==> src/rtl/rupt_sequencer_if.sv <==
// Pipeline-side handshake of the interrupt sequencer: flush, vector injection and return-PC restore.
interface rupt_sequencer_if;
  logic        flush;
  logic        inject_valid;
  logic [11:0] inject_pc;
  logic        inject_ready;
  logic        restore_valid;
  logic [11:0] restore_pc;

  modport master (
    output flush, inject_valid, inject_pc, restore_valid, restore_pc,
    input  inject_ready
  );

  modport slave (
    input  flush, inject_valid, inject_pc, restore_valid, restore_pc,
    output inject_ready
  );
endinterface

==> src/rtl/rupt_sequencer.sv <==
// Interrupt request arbitration and pipeline entry sequencing: waits for an instruction
// boundary, flushes, injects the vector PC, and restores the saved return PC on RESUME.
module rupt_sequencer #(
  parameter int unsigned NUM_RUPT   = 4,
  parameter int unsigned VEC_BASE   = 12'o4000,
  parameter int unsigned VEC_STRIDE = 4,
  parameter logic        RESET_IE   = 1'b1
) (
  input  logic                clock,
  input  logic                rst,
  input  logic [NUM_RUPT-1:0] rupt_req,
  input  logic                retire,
  input  logic [11:0]         retire_pc,
  input  logic                extend_pend,
  input  logic                index_pend,
  input  logic                inhint,
  input  logic                relint,
  input  logic                resume,
  input  logic                halt,
  rupt_sequencer_if.master    pipe,
  output logic [NUM_RUPT-1:0] rupt_ack,
  output logic                in_isr,
  output logic                ie
);

  localparam int unsigned W = (NUM_RUPT > 1) ? $clog2(NUM_RUPT) : 1;

  typedef enum logic [2:0] {IDLE, WAIT_BND, FLUSH, VECTOR, ISR} state_t;

  state_t              state;
  logic [NUM_RUPT-1:0] pending;
  logic [NUM_RUPT-1:0] req_q;
  logic [NUM_RUPT-1:0] pending_n;
  logic [NUM_RUPT-1:0] ack_clr;
  logic [11:0]         save_pc;
  logic [W-1:0]        winner;
  logic [W-1:0]        win_idx;
  logic                boundary;
  logic                fire;

  assign boundary = retire & ~extend_pend & ~index_pend;
  assign fire     = (state == VECTOR) & pipe.inject_valid & pipe.inject_ready & ~halt;

  always_comb begin
    win_idx = '0;
    for (int unsigned i = NUM_RUPT; i > 0; i--) begin
      if (pending[i-1]) win_idx = W'(i - 1);
    end
  end

  // Ack clears the winner's pending bit, but a fresh edge in the same cycle re-sets it.
  always_comb begin
    ack_clr   = fire ? (NUM_RUPT'(1) << winner) : '0;
    pending_n = (pending & ~ack_clr) | (rupt_req & ~req_q);
  end

  always_ff @(posedge clock) begin
    if (rst) begin
      state              <= IDLE;
      pending            <= '0;
      req_q              <= '0;
      save_pc            <= '0;
      winner             <= '0;
      pipe.flush         <= 1'b0;
      pipe.inject_valid  <= 1'b0;
      pipe.inject_pc     <= '0;
      pipe.restore_valid <= 1'b0;
      pipe.restore_pc    <= '0;
      rupt_ack           <= '0;
      in_isr             <= 1'b0;
      ie                 <= RESET_IE;
    end else begin
      req_q   <= rupt_req;
      pending <= pending_n;
      if (!halt) begin
        pipe.flush         <= 1'b0;
        pipe.restore_valid <= 1'b0;
        pipe.restore_pc    <= '0;
        rupt_ack           <= '0;
        if (inhint)      ie <= 1'b0;
        else if (relint) ie <= 1'b1;
        case (state)
          IDLE: begin
            if (ie && |pending) state <= WAIT_BND;
          end
          WAIT_BND: begin
            if (!ie) begin
              state <= IDLE;
            end else if (boundary) begin
              save_pc    <= retire_pc + 12'd1;
              winner     <= win_idx;
              pipe.flush <= 1'b1;
              state      <= FLUSH;
            end
          end
          FLUSH: begin
            pipe.inject_valid <= 1'b1;
            pipe.inject_pc    <= 12'(VEC_BASE) + 12'(VEC_STRIDE) * 12'(winner);
            state             <= VECTOR;
          end
          VECTOR: begin
            if (fire) begin
              pipe.inject_valid <= 1'b0;
              pipe.inject_pc    <= '0;
              rupt_ack          <= NUM_RUPT'(1) << winner;
              ie                <= 1'b0;
              in_isr            <= 1'b1;
              state             <= ISR;
            end
          end
          ISR: begin
            if (resume) begin
              pipe.restore_valid <= 1'b1;
              pipe.restore_pc    <= save_pc;
              ie                 <= 1'b1;
              in_isr             <= 1'b0;
              state              <= IDLE;
            end
          end
          default: state <= IDLE;
        endcase
      end
    end
  end

endmodule
==> src/flat_wrapper.sv <==
// flat-port wrapper written by rule: the top's interface ports become plain ports
module rupt_sequencer_flat 
#(
  parameter int unsigned NUM_RUPT   = 4,
  parameter int unsigned VEC_BASE   = 12'o4000,
  parameter int unsigned VEC_STRIDE = 4,
  parameter logic        RESET_IE   = 1'b1
)
  (clock, rst, rupt_req, retire, retire_pc, extend_pend, index_pend, inhint, relint, resume, halt, rupt_ack, in_isr, ie, pipe_flush, pipe_inject_valid, pipe_inject_pc, pipe_restore_valid, pipe_restore_pc, pipe_inject_ready);
  rupt_sequencer_if pipe_i ();
  input  logic clock;
  input  logic rst;
  input  logic [NUM_RUPT-1:0] rupt_req;
  input  logic retire;
  input  logic [11:0] retire_pc;
  input  logic extend_pend;
  input  logic index_pend;
  input  logic inhint;
  input  logic relint;
  input  logic resume;
  input  logic halt;
  output logic [NUM_RUPT-1:0] rupt_ack;
  output logic in_isr;
  output logic ie;
  output wire logic [$bits(pipe_i.flush)-1:0] pipe_flush;
  output wire logic [$bits(pipe_i.inject_valid)-1:0] pipe_inject_valid;
  output wire logic [$bits(pipe_i.inject_pc)-1:0] pipe_inject_pc;
  output wire logic [$bits(pipe_i.restore_valid)-1:0] pipe_restore_valid;
  output wire logic [$bits(pipe_i.restore_pc)-1:0] pipe_restore_pc;
  input wire logic [$bits(pipe_i.inject_ready)-1:0] pipe_inject_ready;
  assign pipe_flush = pipe_i.flush;
  assign pipe_inject_valid = pipe_i.inject_valid;
  assign pipe_inject_pc = pipe_i.inject_pc;
  assign pipe_restore_valid = pipe_i.restore_valid;
  assign pipe_restore_pc = pipe_i.restore_pc;
  assign pipe_i.inject_ready = pipe_inject_ready;
  rupt_sequencer #(.NUM_RUPT(NUM_RUPT), .VEC_BASE(VEC_BASE), .VEC_STRIDE(VEC_STRIDE), .RESET_IE(RESET_IE)) u_core (.clock(clock), .rst(rst), .rupt_req(rupt_req), .retire(retire), .retire_pc(retire_pc), .extend_pend(extend_pend), .index_pend(index_pend), .inhint(inhint), .relint(relint), .resume(resume), .halt(halt), .pipe(pipe_i), .rupt_ack(rupt_ack), .in_isr(in_isr), .ie(ie));
endmodule
==> config.mk <==
export PLATFORM = sky130hd
export DESIGN_NAME = rupt_sequencer_flat
export DESIGN_NICKNAME = d
export VERILOG_FILES = /design/src/rtl/rupt_sequencer_if.sv /design/src/rtl/rupt_sequencer.sv /design/src/flat_wrapper.sv
export SDC_FILE = /design/constraint.sdc
export NUM_CORES = 1
export LEC_CHECK = 0
export CAP_MARGIN = 25
export CORE_UTILIZATION = 47
export CTS_CLUSTER_DIAMETER = 200
export CTS_CLUSTER_SIZE = 28
export DETAILED_ROUTE_END_ITERATION = 8
export PLACE_DENSITY_LB_ADDON = 0.1
export SLEW_MARGIN = 25
export SYNTH_ARGS = -nofsm -noshare
export SYNTH_HDL_FRONTEND = slang
export SYNTH_SLANG_ARGS = --single-unit
==> constraint.sdc <==
create_clock -name clock -period 2.3 [get_ports clock]
set_input_delay 0.69 -clock clock [delete_from_list [all_inputs] [get_ports clock]]
set_output_delay 0.69 -clock clock [all_outputs]
set_load 0.03 [all_outputs]
### Word-level counts from Yosys, hierarchy flattened

Cells that the tools add are included.

* add/subtract/negate cells: 2
* multiply operators: 0
* divide/modulo/power cells: 0
* magnitude comparators: 0
* equality and inequality tests: 8
* shift-type cells: 1
* multiplexer cells: 31
* bitwise logic cells: 13
* reduce and logical (&&, ||, !) cells: 9

Operator list (number)
* 12-bit 2-to-1 mux: 3
* 12-bit one-hot mux with 2 select lines: 1
* 3-bit 2-to-1 mux: 5
* 3-bit one-hot mux with 5 select lines: 1
* 12-bit by 1-bit adder with 12-bit output, second input constant: 1
* 12-bit by 4-bit adder with 12-bit output, first input constant: 1
* 1-bit 2-to-1 mux: 12
* 4-bit bitwise AND: 2
* 2-bit 2-to-1 mux: 4
* 4-bit 2-to-1 mux: 2
* 4-bit NOT: 2
* 4-bit AND reduction: 2
* 3-bit by 2-bit == test with 1-bit output, second input constant: 2
* 1-bit one-hot mux with 2 select lines: 3
* 1-bit bitwise AND: 5
* 5-bit AND reduction: 1
* 2-bit by 1-bit inequality test with 1-bit output, second input constant: 2
* 4-bit bitwise OR: 1
* 2-bit nonzero test: 2
* 4-bit OR reduction: 1
* 1-bit by 2-bit left shift with 4-bit output, first input constant: 1
* 3-bit by 1-bit == test with 1-bit output, second input constant: 1
* 3-bit == test, second input constant: 1
* 3-bit logical NOT: 1
* 5 further kinds: 7

* bits in registers: 58
* bits in latches: 0
* RAM bits: 0
* memory bits (read-only): 0
* logic and storage cells: 77
* memories kept: 0

### Longest topological paths before layout

* depth after elaboration: 8
* mapped depth: 7
* gate-level depth less buffers: 5

### Least setup slack after synthesis

Ideal clock, no wire load.

* path type: input to register
* start point: in extend_pend
* end point: reg u_core.save_pc[3]
* library setup time: 0.140 ns
* arrival: 1.703 ns
* path slack: 0.457 ns
* cell stages on the path: 4
* path buffers: 1
* cells stage by stage: or3b_4 -> nor3_4 -> buf_4 -> a211oi_1

* cells in the longest elaborated chain, start to end: 4

RTL lines
* start: declaration: line flat_wrapper.sv:16 `input logic extend_pend;`
* 1-bit NOT: line rupt_sequencer.sv:41 `assign boundary = retire & ~extend_pend & ~index_pend;`
* 1-bit bitwise AND (2 in series): line rupt_sequencer.sv:41
* 4-bit AND reduction (no source line)
* end signal: assignment: line rupt_sequencer.sv:90 `save_pc <= retire_pc + 12'd1;`
* end: declaration: line rupt_sequencer.sv:35 `logic [11:0] save_pc;`

No other way between the ends.
A chain may end at the register's enable or synchronous reset.

### Final worst setup path

* start point: reg u_core.ie
* end point: out ie

RTL lines
* start: declaration: line rupt_sequencer.sv:23 `output logic ie`
* start signal: assignment: line rupt_sequencer.sv:71 `ie <= RESET_IE;`
* start signal: assignment: line rupt_sequencer.sv:80 `if (inhint) ie <= 1'b0;`
* start signal: assignment: line rupt_sequencer.sv:81 `else if (relint) ie <= 1'b1;`
* end: declaration: line flat_wrapper.sv:24 `output logic ie;`

No word-level cell between the ends.

==> flow_metrics.tcl <==
set metrics [dict create \
    die_y_um 68.9 \
    reg2reg_setup_slack_ns 0.75 \
    layout.cells.most_common "clkdlybuf4s50_1" \
    ys_async_sr_fraction 0 \
    critical_path.startpoint_type "flop" \
    worst-path-buf-inv 1 \
    reg2reg_to "u_core.pending[2]" \
    cpPeakStageDelay_ns 0.72 \
    path_delay_family "buffers and inverters" \
    max_cap_viol_count 0 \
    cts_max_path_buffers 2 \
    drv_slew 0 \
    grt_setup_unrepaired "false" \
    report.final.setup_viol 0 \
    fin_crit_sh 0.941 \
    mostFrequentLayoutCells "49 x clkdlybuf4s50_1, 48 x dfxtp_1, 38 x nor2_1, 15 x a22oi_1, 13 x inv_1" \
    syn_avg_cell_area_um2 9.31 \
    vias_after_detailed_routing 1724 \
    io_buffers 49 \
    placed_cells_incl_taps 325 \
    first_global_vias 1616 \
    leakagePower_nw 0.963 \
    crit_arrival_ns 1.47 \
    die_width_um 68.9 \
    ys_seq_elements 48 \
    ys_top_cells_by_area "dfxtp_1 46%, nor2_1 6.8%, a22oi_1 5.4%" \
    die_area_um2 4750 \
    grt_max_degree 27 \
    synthDistinctLibCells 41 \
    clkTransAtPathRegs_ns 0.09 \
    cts_htree_levels 2 \
    detailedPlacementHpwl_mm 3.20 \
    antenna_cells_inserted 0 \
    drt-initial-drc-count 111 \
    combined_global_route_utilization_of_all_metal_layers 0.212 \
    numClockSinks 48 \
    cts_tree "built" \
    start_util 0.508 \
    area_growth_syn_to_layout_pct 32.3 \
    sequence_of_cells_on_the_critical_path "clkdlybuf4s50_1" \
    hold_end "u_core.rupt_ack[0]" \
    grt_first_pass_wirelength_mm 7.27 \
    avgViaCountPerCell 5.18 \
    antenna_left 0 \
    crit_cells 1 \
    fin_tns_setup_ns 0 \
    cts-resized-gates 0 \
    timing.final.hold_violations 0 \
    syn-cell-area_um2 2100 \
    timing.hold.worst_path_depth 2 \
    cp-end-kind "primary output" \
    synth.largest_area_cell "dfxtp_1" \
    power.ir.vdd_worst_v 0.000304 \
    min-delay-start "u_core.rupt_ack[0]" \
    result_of_the_run "finished clean" \
    cells_after_synthesis 226 \
    crit_path_top_delay_cell "clkdlybuf4s50_1" \
    timing.reg2reg.worst_path_depth 4 \
    grt_antenna_before_repair 0 \
    finalPower_mw 1.58 \
    final_period_minus_worst_setup_slack_ns 2.16 \
    cts_made_buffers 5 \
    cts_post_setup_buffers_inserted 0 \
    post_layout_nonfiller_instances 333 \
    cp.required_ns 1.61 \
    clk_root_buffer_cell "clkbuf_8" \
    wire_per_inst_um 13.4 \
    num_io_pins 59 \
    max_clock_freq_mhz 462 \
    setup.worst_path.class "flop to primary output" \
    drcViolationCount 0 \
    synth-seq-area-share 0.457 \
    worst-path-max-fanout 4 \
    totalWireLength_mm 4.46 \
    synthDominantCellAreaShare 0.457 \
    core-area_um2 4140 \
    insertion_delay_ns 0.31 \
    globalplace.congestion 0.898 \
    final_layout_size_suffix_gt1_frac 0.117 \
    synth-edff-count 0 \
    p_per_area_nw_per_um2 566 \
    min_path_type "flop to flop" \
    yosys_warnings 0 \
    cts.hold.buffers_added 0 \
    detailedRoute.firstPassIterationCount 4 \
    fin_skew_ns 0.00726 \
    finish.net_count 309 \
    crit-reg2reg-launch "u_core.state[0]" \
    dominantRegCellSynth "dfxtp_1" \
    grt_residual_overflow 0 \
    core.rowCount 23 \
]
-- kinds of logic after synthesis --
| family | after synthesis | share of synthesized area |
|---|---|---|
| xor gates and xnor gates | 10 | 0.0416 |
| muxes | 3 | 0.0143 |
| and+or+nand+nor | 77 | 0.196 |
| other | 1 | 0.00178 |
| AOI/OAI and AO/OA | 52 | 0.199 |
| DFF | 48 | 0.457 |
| adders and majority gates | 1 | 0.00594 |
| buffers and inverters | 34 | 0.0856 |
-- metrics by stage --
| step | hold slack [ns] | util | setup slack, ns | instance area (µm²) |
|---|---|---|---|---|
| CTS | 0.472 | 0.672 | 0.131 | 2790 |
| global route | 0.495 | 0.672 | 0.114 | 2790 |
| finish | 0.469 | 0.672 | 0.137 | 2790 |
| global placement | 0.448 | 0.649 | 0.0521 | 2690 |
| floorplan | 0.446 | - | 0.457 | 2130 |
| detailed placement | 0.457 | 0.649 | 0.0205 | 2690 |
-- where the power goes --
group	internal, mW	switching, mW	total (mW)
sequential	0.847	0.0161	0.863
clock	0.245	0.287	0.531
combinational	0.0864	0.0946	0.181
-- cells in the mapped netlist (5+ instances only) --
cell and number:
dfxtp_1 48, nor2_1 38, a22oi_1 15, inv_1 13, a21oi_1 11, buf_4 11, a211oi_2 8, nand2_1 8
nand3_1 7, xor2_1 6, clkbuf_1 5, nor2b_1 5
-- routing by layer --
| metal | share of wire | vias to the layer above | global-route usage | wire [µm] |
|---|---|---|---|---|
| li1 | - | 886 | - | - |
| met1 | 0.44 | 791 | 0.235 | 1970 |
| met2 | 0.50 | 40 | 0.379 | 2220 |
| met3 | 0.043 | 7 | 0.0592 | 193 |
| met4 | 0.015 | 0 | 0.0867 | 69 |
| met5 | 0 | - | 0 | 0 |
-- worst max-delay path by stage --
stage	startpoint	to	slack (ns)
after global placement	retire	u_core.winner[1]	0.05
after global routing	u_core.ie	ie	0.11
after floorplan	extend_pend	u_core.save_pc[3]	0.46
final	u_core.ie	ie	0.14
after detailed placement	retire	u_core.winner[0]	0.02
after CTS	u_core.ie	ie	0.13
-- cell type report --
| cell class | instances | area (µm²) |
|---|---|---|
| clock buffers | 7 | 86.3 |
| clock inverters | 1 | 7.51 |
| fillers | 379 | 1360 |
| inverters | 13 | 48.8 |
| multi-input cells | 152 | 993 |
| flip-flops and latches | 48 | 961 |
| well taps | 50 | 62.6 |
| repair buffers | 62 | 626 |
-- registers in the layout, summed over array words and instances (netlist names) --
| register | flops |
|---|---|
| u_core.pipe.inject_pc | 3 |
| u_core.req_q | 4 |
| u_core.pipe.flush | 1 |
| u_core.pipe.restore_valid | 1 |
| u_core.state | 3 |
| u_core.winner | 2 |
| u_core.rupt_ack | 4 |
| u_core.ie | 1 |
| u_core.pending | 4 |
| u_core.pipe.restore_pc | 12 |
| u_core.in_isr | 1 |
| u_core.save_pc | 12 |
(Power assumes the default switching activity.)
